$ cat config.mk
export PLATFORM = sky130hd
export DESIGN_NAME = debug_event_fifo_flat
export DESIGN_NICKNAME = d
export VERILOG_FILES = /design/src/rtl/debug_event_pkg.sv /design/src/rtl/wb_if.sv /design/src/rtl/sync_fifo.sv /design/src/rtl/debug_event_fifo.sv /design/src/flat_wrapper.sv
export SDC_FILE = /design/constraint.sdc
export NUM_CORES = 1
export LEC_CHECK = 0
export ABC_AREA = 1
export BUFFER_PORTS_ARGS = -buffer_cell sky130_fd_sc_hd__buf_4
export CORE_MARGIN = 2
export CORE_UTILIZATION = 30
export DETAILED_ROUTE_END_ITERATION = 8
export PLACE_DENSITY = 0.49
export SYNTH_ARGS = -nofsm -noshare
export SYNTH_HDL_FRONTEND = slang
export SYNTH_SLANG_ARGS = --single-unit
export TNS_END_PERCENT = 1
$ cat constraint.sdc
create_clock -name wb_clk_i -period 6.09 [get_ports wb_clk_i]
set_clock_uncertainty 0.1 [all_clocks]
set_input_delay 0.3045 -clock wb_clk_i [delete_from_list [all_inputs] [get_ports wb_clk_i]]
set_output_delay 0.3045 -clock wb_clk_i [all_outputs]
set_load 0.01 [all_outputs]
$ cat src/rtl/debug_event_pkg.sv
// Shared constants and types for the debug event FIFO.
//   TS_WIDTH / EVENT_WIDTH : default timestamp width and captured event width
//   debug_event_t          : one queued event {timestamp, switches/buttons}
//   ADR_POP / ADR_STATUS   : Wishbone read selects
//   resp_state_t           : Wishbone response FSM states
package debug_event_pkg;

  localparam int TS_WIDTH    = 24;
  localparam int EVENT_WIDTH = 8;

  typedef struct packed {
    logic [TS_WIDTH-1:0]    ts;
    logic [EVENT_WIDTH-1:0] data;
  } debug_event_t;

  localparam logic ADR_POP    = 1'b0;
  localparam logic ADR_STATUS = 1'b1;

  typedef enum logic [1:0] {
    RESP_IDLE = 2'd0,
    RESP_ACK  = 2'd1,
    RESP_ERR  = 2'd2
  } resp_state_t;

endpackage

$ cat src/rtl/wb_if.sv
// Pipelined Wishbone bus bundle.
//   peripheral modport: clk_i, rst_i, cyc_i, stb_i, we_i, adr_i, dat_i in;
//                       dat_o, ack_o, err_o, rty_o, stall_o out.
interface wb_if #(
  parameter int DATA_WIDTH = 32
);
  logic                  clk_i;
  logic                  rst_i;
  logic                  cyc_i;
  logic                  stb_i;
  logic                  we_i;
  logic                  adr_i;
  logic [DATA_WIDTH-1:0] dat_i;
  logic [DATA_WIDTH-1:0] dat_o;
  logic                  ack_o;
  logic                  err_o;
  logic                  rty_o;
  logic                  stall_o;

  modport peripheral (
    input  clk_i, rst_i, cyc_i, stb_i, we_i, adr_i, dat_i,
    output dat_o, ack_o, err_o, rty_o, stall_o
  );
endinterface

$ cat src/rtl/sync_fifo.sv
// Single-clock FIFO with a registered read port.
//   clk, rst        : clock, synchronous active-high reset
//   push, push_data : write one entry (ignored when full)
//   pop             : remove head entry into pop_data (ignored when empty)
//   pop_data        : last popped entry, held until the next pop
//   full, empty     : occupancy flags
//   count           : number of stored entries (0..DEPTH)
module sync_fifo #(
  parameter int WIDTH = 32,
  parameter int DEPTH = 16
) (
  input  logic                   clk,
  input  logic                   rst,
  input  logic                   push,
  input  logic [WIDTH-1:0]       push_data,
  input  logic                   pop,
  output logic [WIDTH-1:0]       pop_data,
  output logic                   full,
  output logic                   empty,
  output logic [$clog2(DEPTH):0] count
);

  localparam int AW = $clog2(DEPTH);

  logic [WIDTH-1:0] mem_r [DEPTH];
  logic [AW-1:0]    wr_ptr_r;
  logic [AW-1:0]    rd_ptr_r;
  logic [AW:0]      count_r;
  logic [WIDTH-1:0] pop_data_r;
  logic             push_ok_s;
  logic             pop_ok_s;

  assign full      = (count_r == (AW+1)'(DEPTH));
  assign empty     = (count_r == (AW+1)'(0));
  assign count     = count_r;
  assign pop_data  = pop_data_r;
  assign push_ok_s = push && !full;
  assign pop_ok_s  = pop && !empty;

  // Storage array write; contents need no reset since count gates reads.
  always_ff @(posedge clk) begin
    if (push_ok_s) begin
      mem_r[wr_ptr_r] <= push_data;
    end
  end

  // Pointers (wrap naturally at the power-of-two depth), count and read register.
  always_ff @(posedge clk) begin
    if (rst) begin
      wr_ptr_r   <= '0;
      rd_ptr_r   <= '0;
      count_r    <= '0;
      pop_data_r <= '0;
    end else begin
      if (push_ok_s) begin
        wr_ptr_r <= wr_ptr_r + AW'(1);
      end
      if (pop_ok_s) begin
        rd_ptr_r   <= rd_ptr_r + AW'(1);
        pop_data_r <= mem_r[rd_ptr_r];
      end
      case ({push_ok_s, pop_ok_s})
        2'b10:   count_r <= count_r + (AW+1)'(1);
        2'b01:   count_r <= count_r - (AW+1)'(1);
        default: count_r <= count_r;
      endcase
    end
  end

endmodule

$ cat src/rtl/debug_event_fifo.sv
// Wishbone peripheral that timestamps debounced switch/button writes and
// queues them for a host to pop.
//   wb (peripheral) : write = push event dat_i[7:0]; read adr 0 = pop event,
//                     read adr 1 = status {hwm, full, empty, count};
//                     err_o on pop from empty, stall_o on write while full.
//   leds            : last accepted write value
module debug_event_fifo #(
  parameter int DEPTH      = 16,
  parameter int TS_WIDTH   = 24,
  parameter int DATA_WIDTH = 32
) (
  wb_if.peripheral   wb,
  output logic [7:0] leds
);

  import debug_event_pkg::*;

  localparam int CW = $clog2(DEPTH) + 1;
  localparam int EW = TS_WIDTH + EVENT_WIDTH;

  resp_state_t           state_r;
  resp_state_t           state_nx_s;
  logic [TS_WIDTH-1:0]   ts_r;
  logic [7:0]            leds_r;
  logic [CW-1:0]         hwm_r;
  logic [DATA_WIDTH-1:0] dat_r;
  logic                  dat_sel_r;

  logic                  full_s;
  logic                  empty_s;
  logic [CW-1:0]         count_s;
  logic [CW-1:0]         count_inc_s;
  logic [EW-1:0]         fifo_rd_s;
  logic [DATA_WIDTH-1:0] rd_ext_s;
  logic [DATA_WIDTH-1:0] status_word_s;
  logic                  accept_s;
  logic                  push_s;
  logic                  pop_s;
  logic                  err_s;
  logic                  status_s;
  logic                  unused_s;

  // Upper write-data bits carry nothing for this peripheral.
  assign unused_s = ^wb.dat_i[DATA_WIDTH-1:EVENT_WIDTH];

  assign wb.stall_o  = wb.we_i & full_s;
  assign wb.rty_o    = 1'b0;
  assign accept_s    = wb.cyc_i & wb.stb_i & ~wb.stall_o;
  assign push_s      = accept_s & wb.we_i;
  assign pop_s       = accept_s & ~wb.we_i & (wb.adr_i == ADR_POP) & ~empty_s;
  assign err_s       = accept_s & ~wb.we_i & (wb.adr_i == ADR_POP) & empty_s;
  assign status_s    = accept_s & ~wb.we_i & (wb.adr_i == ADR_STATUS);
  assign count_inc_s = count_s + CW'(1);
  assign leds        = leds_r;

  sync_fifo #(
    .WIDTH (EW),
    .DEPTH (DEPTH)
  ) u_fifo (
    .clk       (wb.clk_i),
    .rst       (wb.rst_i),
    .push      (push_s),
    .push_data ({ts_r, wb.dat_i[EVENT_WIDTH-1:0]}),
    .pop       (pop_s),
    .pop_data  (fifo_rd_s),
    .full      (full_s),
    .empty     (empty_s),
    .count     (count_s)
  );

  // Zero-extended popped event and the status word layout.
  always_comb begin
    rd_ext_s                          = '0;
    rd_ext_s[EW-1:0]                  = fifo_rd_s;
    status_word_s                     = '0;
    status_word_s[CW-1:0]             = count_s;
    status_word_s[CW]                 = empty_s;
    status_word_s[CW+1]               = full_s;
    status_word_s[2*CW+1:CW+2]        = hwm_r;
  end

  // Popped data lives in the FIFO read register, so dat_o selects between it
  // and the locally held status/error value; both hold between reads.
  assign wb.dat_o = dat_sel_r ? rd_ext_s : dat_r;

  // A reset arriving in the response cycle cancels the pending completion.
  assign wb.ack_o = (state_r == RESP_ACK) && !wb.rst_i;
  assign wb.err_o = (state_r == RESP_ERR) && !wb.rst_i;

  // Response FSM next state: every acceptance answers in the following cycle.
  always_comb begin
    state_nx_s = RESP_IDLE;
    if (err_s) begin
      state_nx_s = RESP_ERR;
    end else if (accept_s) begin
      state_nx_s = RESP_ACK;
    end else begin
      state_nx_s = RESP_IDLE;
    end
  end

  // Response FSM state register.
  always_ff @(posedge wb.clk_i) begin
    if (wb.rst_i) begin
      state_r <= RESP_IDLE;
    end else begin
      state_r <= state_nx_s;
    end
  end

  // Free-running timestamp, wraps modulo 2^TS_WIDTH.
  always_ff @(posedge wb.clk_i) begin
    if (wb.rst_i) begin
      ts_r <= '0;
    end else begin
      ts_r <= ts_r + TS_WIDTH'(1);
    end
  end

  // LED mirror and sticky high-water mark (status read rebases it to count).
  always_ff @(posedge wb.clk_i) begin
    if (wb.rst_i) begin
      leds_r <= '0;
      hwm_r  <= '0;
    end else if (push_s) begin
      leds_r <= wb.dat_i[7:0];
      if (count_inc_s > hwm_r) begin
        hwm_r <= count_inc_s;
      end
    end else if (status_s) begin
      hwm_r <= count_s;
    end
  end

  // Read data source and the value returned by status/error reads.
  always_ff @(posedge wb.clk_i) begin
    if (wb.rst_i) begin
      dat_r     <= '0;
      dat_sel_r <= 1'b0;
    end else if (pop_s) begin
      dat_sel_r <= 1'b1;
    end else if (err_s) begin
      dat_r     <= '0;
      dat_sel_r <= 1'b0;
    end else if (status_s) begin
      dat_r     <= status_word_s;
      dat_sel_r <= 1'b0;
    end
  end

endmodule

$ cat src/flat_wrapper.sv
// flat-port wrapper written by rule: the top's interface ports become plain ports
module debug_event_fifo_flat import debug_event_pkg::*;
#(
  parameter int DEPTH      = 16,
  parameter int TS_WIDTH   = 24,
  parameter int DATA_WIDTH = 32
)
  (leds, wb_clk_i, wb_rst_i, wb_cyc_i, wb_stb_i, wb_we_i, wb_adr_i, wb_dat_i, wb_dat_o, wb_ack_o, wb_err_o, wb_rty_o, wb_stall_o);
  wb_if #(.DATA_WIDTH(DATA_WIDTH)) wb_i ();
  output logic [7:0] leds;
  input wire logic [$bits(wb_i.clk_i)-1:0] wb_clk_i;
  input wire logic [$bits(wb_i.rst_i)-1:0] wb_rst_i;
  input wire logic [$bits(wb_i.cyc_i)-1:0] wb_cyc_i;
  input wire logic [$bits(wb_i.stb_i)-1:0] wb_stb_i;
  input wire logic [$bits(wb_i.we_i)-1:0] wb_we_i;
  input wire logic [$bits(wb_i.adr_i)-1:0] wb_adr_i;
  input wire logic [$bits(wb_i.dat_i)-1:0] wb_dat_i;
  output wire logic [$bits(wb_i.dat_o)-1:0] wb_dat_o;
  output wire logic [$bits(wb_i.ack_o)-1:0] wb_ack_o;
  output wire logic [$bits(wb_i.err_o)-1:0] wb_err_o;
  output wire logic [$bits(wb_i.rty_o)-1:0] wb_rty_o;
  output wire logic [$bits(wb_i.stall_o)-1:0] wb_stall_o;
  assign wb_i.clk_i = wb_clk_i;
  assign wb_i.rst_i = wb_rst_i;
  assign wb_i.cyc_i = wb_cyc_i;
  assign wb_i.stb_i = wb_stb_i;
  assign wb_i.we_i = wb_we_i;
  assign wb_i.adr_i = wb_adr_i;
  assign wb_i.dat_i = wb_dat_i;
  assign wb_dat_o = wb_i.dat_o;
  assign wb_ack_o = wb_i.ack_o;
  assign wb_err_o = wb_i.err_o;
  assign wb_rty_o = wb_i.rty_o;
  assign wb_stall_o = wb_i.stall_o;
  debug_event_fifo #(.DEPTH(DEPTH), .TS_WIDTH(TS_WIDTH), .DATA_WIDTH(DATA_WIDTH)) u_core (.wb(wb_i), .leds(leds));
endmodule
* After elaboration in Yosys (flattened, before gate mapping) *
Memory sizes are Yosys's and may differ from the RTL's. A register that Yosys moved wholly into a read port is not among the register bits.
Cells that the tools add are included.

cells by class
  add/sub/neg operators = 5
  $lt $le $gt $ge = 1
  eq/ne operators = 6
  mux-type cells = 14
  bitwise logic cells = 14
  reductions and logical operators = 15

operators by type and width
  operator                                                                  count
  32-bit 2-to-1 mux                                                         3
  24-bit by 1-bit adder with 24-bit output (second input constant)          1
  5-bit 2-to-1 mux                                                          3
  5-bit one-hot mux with 2 select lines                                     1
  1-bit AND                                                                 9
  4-bit by 1-bit adder with 4-bit output (second input constant)            2
  1-bit 2-to-1 mux                                                          6
  2-bit nonzero test                                                        3
  5-bit by 1-bit adder with 5-bit output (second input constant)            1
  5-bit == test (second input constant)                                     1
  5-bit > comparator                                                        1
  5-bit logical NOT                                                         1
  1-bit inverter                                                            5
  5-bit by 1-bit subtractor with 5-bit output (second input constant)       1
  2-bit by 1-bit == test with 1-bit output (second input constant)          2
  2-bit == test (second input constant)                                     2
  1-bit logical AND                                                         4
  2-bit AND reduction                                                       2
  1-bit logical NOT                                                         3
  3-bit nonzero test                                                        1
  2-bit 2-to-1 mux                                                          1
  2-bit by 1-bit inequality test with 1-bit output (second input constant)  1
  2-bit OR reduction                                                        1

storage, ports and cells
  bits in registers = 85
  bits in writable memories = 512
  input bits = 38
  output and inout bits = 44
  word-level logic and storage cells = 66
  memories = 1

memories
  memory               words  bits a word  rd ports  clocked after memory_dff  write ports  line             source
  u_core.u_fifo.mem_r  16     32           1         1                         1            sync_fifo.sv:25  logic [WIDTH-1:0] mem_r [DEPTH];

* Logic depth before layout (Yosys ltp) *
  depth in word-level cells = 10
  gate-level depth with buffers = 14
  gate-level depth less buffers = 14

* Modules after synthesis *
From an unflattened synthesis, not the netlist that was laid out.

unflattened totals
  cell total of the unflattened synthesis = 2726
  area total of the unflattened synthesis = 26558.0 sq um

modules (own cells, without submodules)
  module            instances  cells each  area an instance (sq um)
  sync_fifo         1          2293        23732.8
  debug_event_fifo  1          433         2825.2

* Least setup slack after synthesis *
No wires, ideal clock.

  path type = register to register
  start point = register u_core.u_fifo.count_r[0] (netlist: u_core.u_fifo.count[0])
  end point = memory u_core.u_fifo.mem_r[10][0] (enable)
  setup time = 0.421 ns
  arrival = 2.842 ns
  required time = 5.569 ns
  path slack = 2.727 ns
  cell stages (with the launch flop) = 10
  period minus slack after synthesis = 3.363 ns
  cells stage by stage = dfxtp_1 clkbuf_1 inv_1 ha_1 nand3_1 nand3_2 inv_2 buf_2 nand2_1 nor2_1

between the ends
  longest elaborated chain between the ends = 8
  elaborated cells between the ends (all ways) = 9

RTL lines
  item                                      line                    source
  start, declared                           sync_fifo.sv:28         logic [AW:0] count_r;
  start signal, assigned                    sync_fifo.sv:63         2'b10: count_r <= count_r + (AW+1)'(1);
  start signal, assigned                    sync_fifo.sv:64         2'b01: count_r <= count_r - (AW+1)'(1);
  start signal, assigned                    sync_fifo.sv:65         default: count_r <= count_r;
  5-bit == test *                           sync_fifo.sv:33         assign full = (count_r == (AW+1)'(DEPTH));
  1-bit AND                                 debug_event_fifo.sv:46  assign wb.stall_o = wb.we_i & full_s;
  1-bit inverter                            debug_event_fifo.sv:48  assign accept_s = wb.cyc_i & wb.stb_i & ~wb.stall_o;
  1-bit AND                                 debug_event_fifo.sv:48
  1-bit AND                                 debug_event_fifo.sv:49  assign push_s = accept_s & wb.we_i;
  1-bit logical AND *                       sync_fifo.sv:37         assign push_ok_s = push && !full;
  1-bit 2-to-1 mux *                        sync_fifo.sv:42         if (push_ok_s) begin
  1-bit 2-to-1 mux (not written as such) *  sync_fifo.sv:43         mem_r[wr_ptr_r] <= push_data;
  end, declared                             sync_fifo.sv:25

Mark *: on every way between the ends. The rest lies on a longest branch, timed or not.

* Final worst setup path *
  start point = register u_core.u_fifo.count_r[0] (netlist: u_core.u_fifo.count[0])
  end point = memory u_core.u_fifo.mem_r[6][17] (enable)

The elaborated chain is that of the path after synthesis.

==> out/results.ini <==
[min_path]
hp-start = u_core.dat_r[6]
hp-class = reg2reg

[clock_tree]
cts.clk_slew.worst_paths_ps = 60
cts_max_level = 3
clockBufferDepth = 3
cts.sinks = 609
numCtsBuffers = 68
clk_latency_ps = 590
tritoncts = yes
root_buffer = clkbuf_16

[critical_path]
critPathLaunch = u_core.u_fifo.count[0]
r2r_start = u_core.u_fifo.count[0]
cp_num_buf_inv = 3
slowest_delay_ps = 920
cp-end-kind = flip-flop
slowest_stage = nor2_4
critPathKind = reg2reg
worstPathMaxFanout = 23
crit_family = simple AND/OR/NAND/NOR gates
crit_path_start_kind = flip-flop
cp.arrival_ps = 4270
crit_chain = inv_1 > ha_1 > nand3_1 > nand3_2 > inv_2 > nand2_1 > nor2_4 > buf_4
required_ps = 6270

[sta]
max_freq_ghz = 0.244
min_period_ps = 4100
maxSlewHeadroom = 0.236
timing.hold.ws_ps = 361
finalSetupViolations = 0
fin_crit_sh = 0.672
final_hold_viol_count = 0
rsz0062_at_grt = no
worst_slew_pin_slew_ps = 1150
finalMaxSlewViolations = 0
finalSetupTns_ps = 0

[power]
switchingPower_mw = 1.81
power_frac_clock = 0.456
power.share.sequential = 0.514
p_int_mw = 7.02
p_comb_frac = 0.030
p_sw_frac = 0.205
ir_drop_mv = 0.167
power.density_nw_per_um2 = 302
p_leak_nw = 11.1

[place]
io_buffers = 56
placed_cell_area_um2 = 26900
dp_hpwl_um = 36800
gp_congestion = 0.793

[synth]
synthAdderAreaFrac = 0.00739
ys_ff_latch = 609
avgSynthCellArea_um2 = 10.3
synth_mux_area_frac = 0
yosys.area_share.simple = 0.208
synthTopCellsByArea = edfxtp_1 61%, nand2_1 11%, dfxtp_1 7.7%
synth_top_family_by_area = simple AND/OR/NAND/NOR gates
synth_compound_area_frac = 0.0477
ys_seq_area_frac = 0.682
yosysWarnings = 0
ys_types = 34
synth_ff_type = edfxtp_1
synth-edff-count = 512
async_flop_share = 0
synth_top_area_frac = 0.606
synth.most_common_cell = nand2_1
netlist_area_um2 = 25400
synth_xor_area_frac = 0.00311
syn_nets = 2509
synth_common_cells = 731 x nand2_1, 512 x edfxtp_1, 299 x nor2_1, 245 x nand3_1, 154 x inv_1
synthCells = 2456
synth_top_area_cell = edfxtp_1

[drt]
ant_nets = 0
vias_per_cell = 4.60
drt-wirelength-per-cell_um = 18.4
drc = 0
route.vias.total = 16900
drtIter0Drc = 1355
firstDrtPassIters = 5
drt-total-wl_um = 67600

[flow_run]
maxCapViolCount = 0

[cells_and_area]
area_growth_syn_to_layout_pct = 15.1
fillCellCount = 8284
layout.nets = 2541
stdcell_area_um2 = 29200
drive_gt1_frac = 0.0823
antenna_cells = 0

[floorplan]
num_rows = 106
dieWidth_um = 295
dieArea_um2 = 86900
ios = 82
core_area_um2 = 83700
start_util = 0.303
die_y_um = 295

[global_route]
antenna_found_initial = 0
grt_pass1_wl_um = 101000
gr-usage-all-layers = 0.155
grt_max_degree = 187
grt_pass1_vias = 16200
gr-total-overflow = 0

[outcome]
status = complete, no violations

[final timing paths]
kind / to / slack (ps) / cells after the start
setup / recovery: u_core.u_fifo.mem_r[6][17] / 1990 / 8
hold / removal: u_core.dat_r[6] / 360 / 2
setup reg to reg: u_core.u_fifo.mem_r[6][17] / 1990 / 8
hold reg to reg: u_core.dat_r[6] / 360 / 2
[kinds of logic after synthesis]
group / Yosys count
and+or+nand+nor: 1304
DFF: 609
buffers and inverters: 296
AOI/OAI and AO/OA: 222
adders and majority gates: 15
xor gates and xnor gates: 9
other: 1
[layout by cell type, fill, tap and decap left out, types with 2 or more instances in the layout]
master / netlist / final
dfxtp_2: 0 / 4
nand3b_1: 2 / 2
clkbuf_16: 0 / 73
nand3_1: 245 / 245
nand3_2: 2 / 2
nor2_1: 299 / 283
or2_2: 2 / 2
inv_1: 154 / 153
clkbuf_1: 47 / 18
a21oi_1: 62 / 62
buf_4: 10 / 83
dlygate4sd3_1: 0 / 16
nand4_1: 5 / 5
ha_1: 15 / 15
nor3_1: 13 / 13
inv_6: 0 / 2
clkinv_2: 0 / 11
clkbuf_8: 0 / 3
xor2_1: 5 / 5
edfxtp_1: 512 / 512
inv_2: 3 / 3
nor2_2: 2 / 2
o211ai_1: 37 / 37
xnor2_1: 4 / 4
clkinv_1: 0 / 12
nor2_4: 0 / 16
nand2_1: 731 / 731
dfxtp_1: 97 / 92
o21ai_0: 119 / 119
bufinv_16: 0 / 5
[power by group through the flow]
stage / combinational, mW / sequential [mW] / clock [mW]
after floorplan: 0.187 / 4.61 / 0
after global placement: 0.259 / 4.62 / 0
after detailed placement: 0.261 / 4.62 / 0
after CTS: 0.271 / 4.53 / 4.10
after global routing: 0.303 / 4.54 / 4.26
final: 0.267 / 4.53 / 4.02
[worst reg2reg max path, stage by stage, from the launching register on]
cell	delay [ps]
dfxtp_1	510
inv_1	120
ha_1	240
nand3_1	160
nand3_2	480
inv_2	520
nand2_1	340
nor2_4	920
buf_4	390
[flip-flops by register name, indices dropped and copies added (netlist names)]
signal,flops
u_core.u_fifo.wr_ptr_r,4
u_core.ts_r,24
u_core.hwm_r,5
u_core.leds,8
u_core.u_fifo.rd_ptr_r,4
u_core.u_fifo.pop_data,32
u_core.u_fifo.mem_r,512
u_core.dat_r,12
u_core.dat_sel_r,1
u_core.u_fifo.count,5
u_core.state_r,2
[per-stage QoR]
step	instances	worst slack [ps]	util	power, mW
2_1_floorplan	2456	2730	-	4.79
3_3_place_gp	3536	1980	0.321	4.88
3_5_place_dp	3536	1920	0.321	4.88
4_1_cts	3675	1910	0.349	8.91
5_1_grt	3675	1690	0.349	9.10
6_report	3675	1990	0.349	8.82
[routing by layer]
| layer | track usage | up-vias | routed length [µm] |
|---|---|---|---|
| met5 | 0 | - | 0 |
| met1 | 0.204 | 8210 | 30600 |
| met3 | 0.0228 | 90 | 2680 |
| li1 | - | 8284 | - |
| met4 | 0.0393 | 0 | 1350 |
| met2 | 0.267 | 337 | 33000 |
[final cells by class]
type / instances / area [µm²] / share of cell area
multi-input cells: 1551 / 6870 / 0.235
clock inverters: 29 / 258 / 0.00882
inverters: 158 / 603 / 0.0206
flip-flops and latches: 609 / 17300 / 0.593
clock buffers: 94 / 1940 / 0.0663
repair buffers: 100 / 803 / 0.0275
well taps: 1134 / 1420 / 0.0486
[timing repair]
item,in CTS,in global routing
hold endpoints to repair,141,0
hold buffers,16,0
buffers inserted,0,0
gates resized for setup,0,0
No activity file was read; power rests on OpenSTA's default activity.
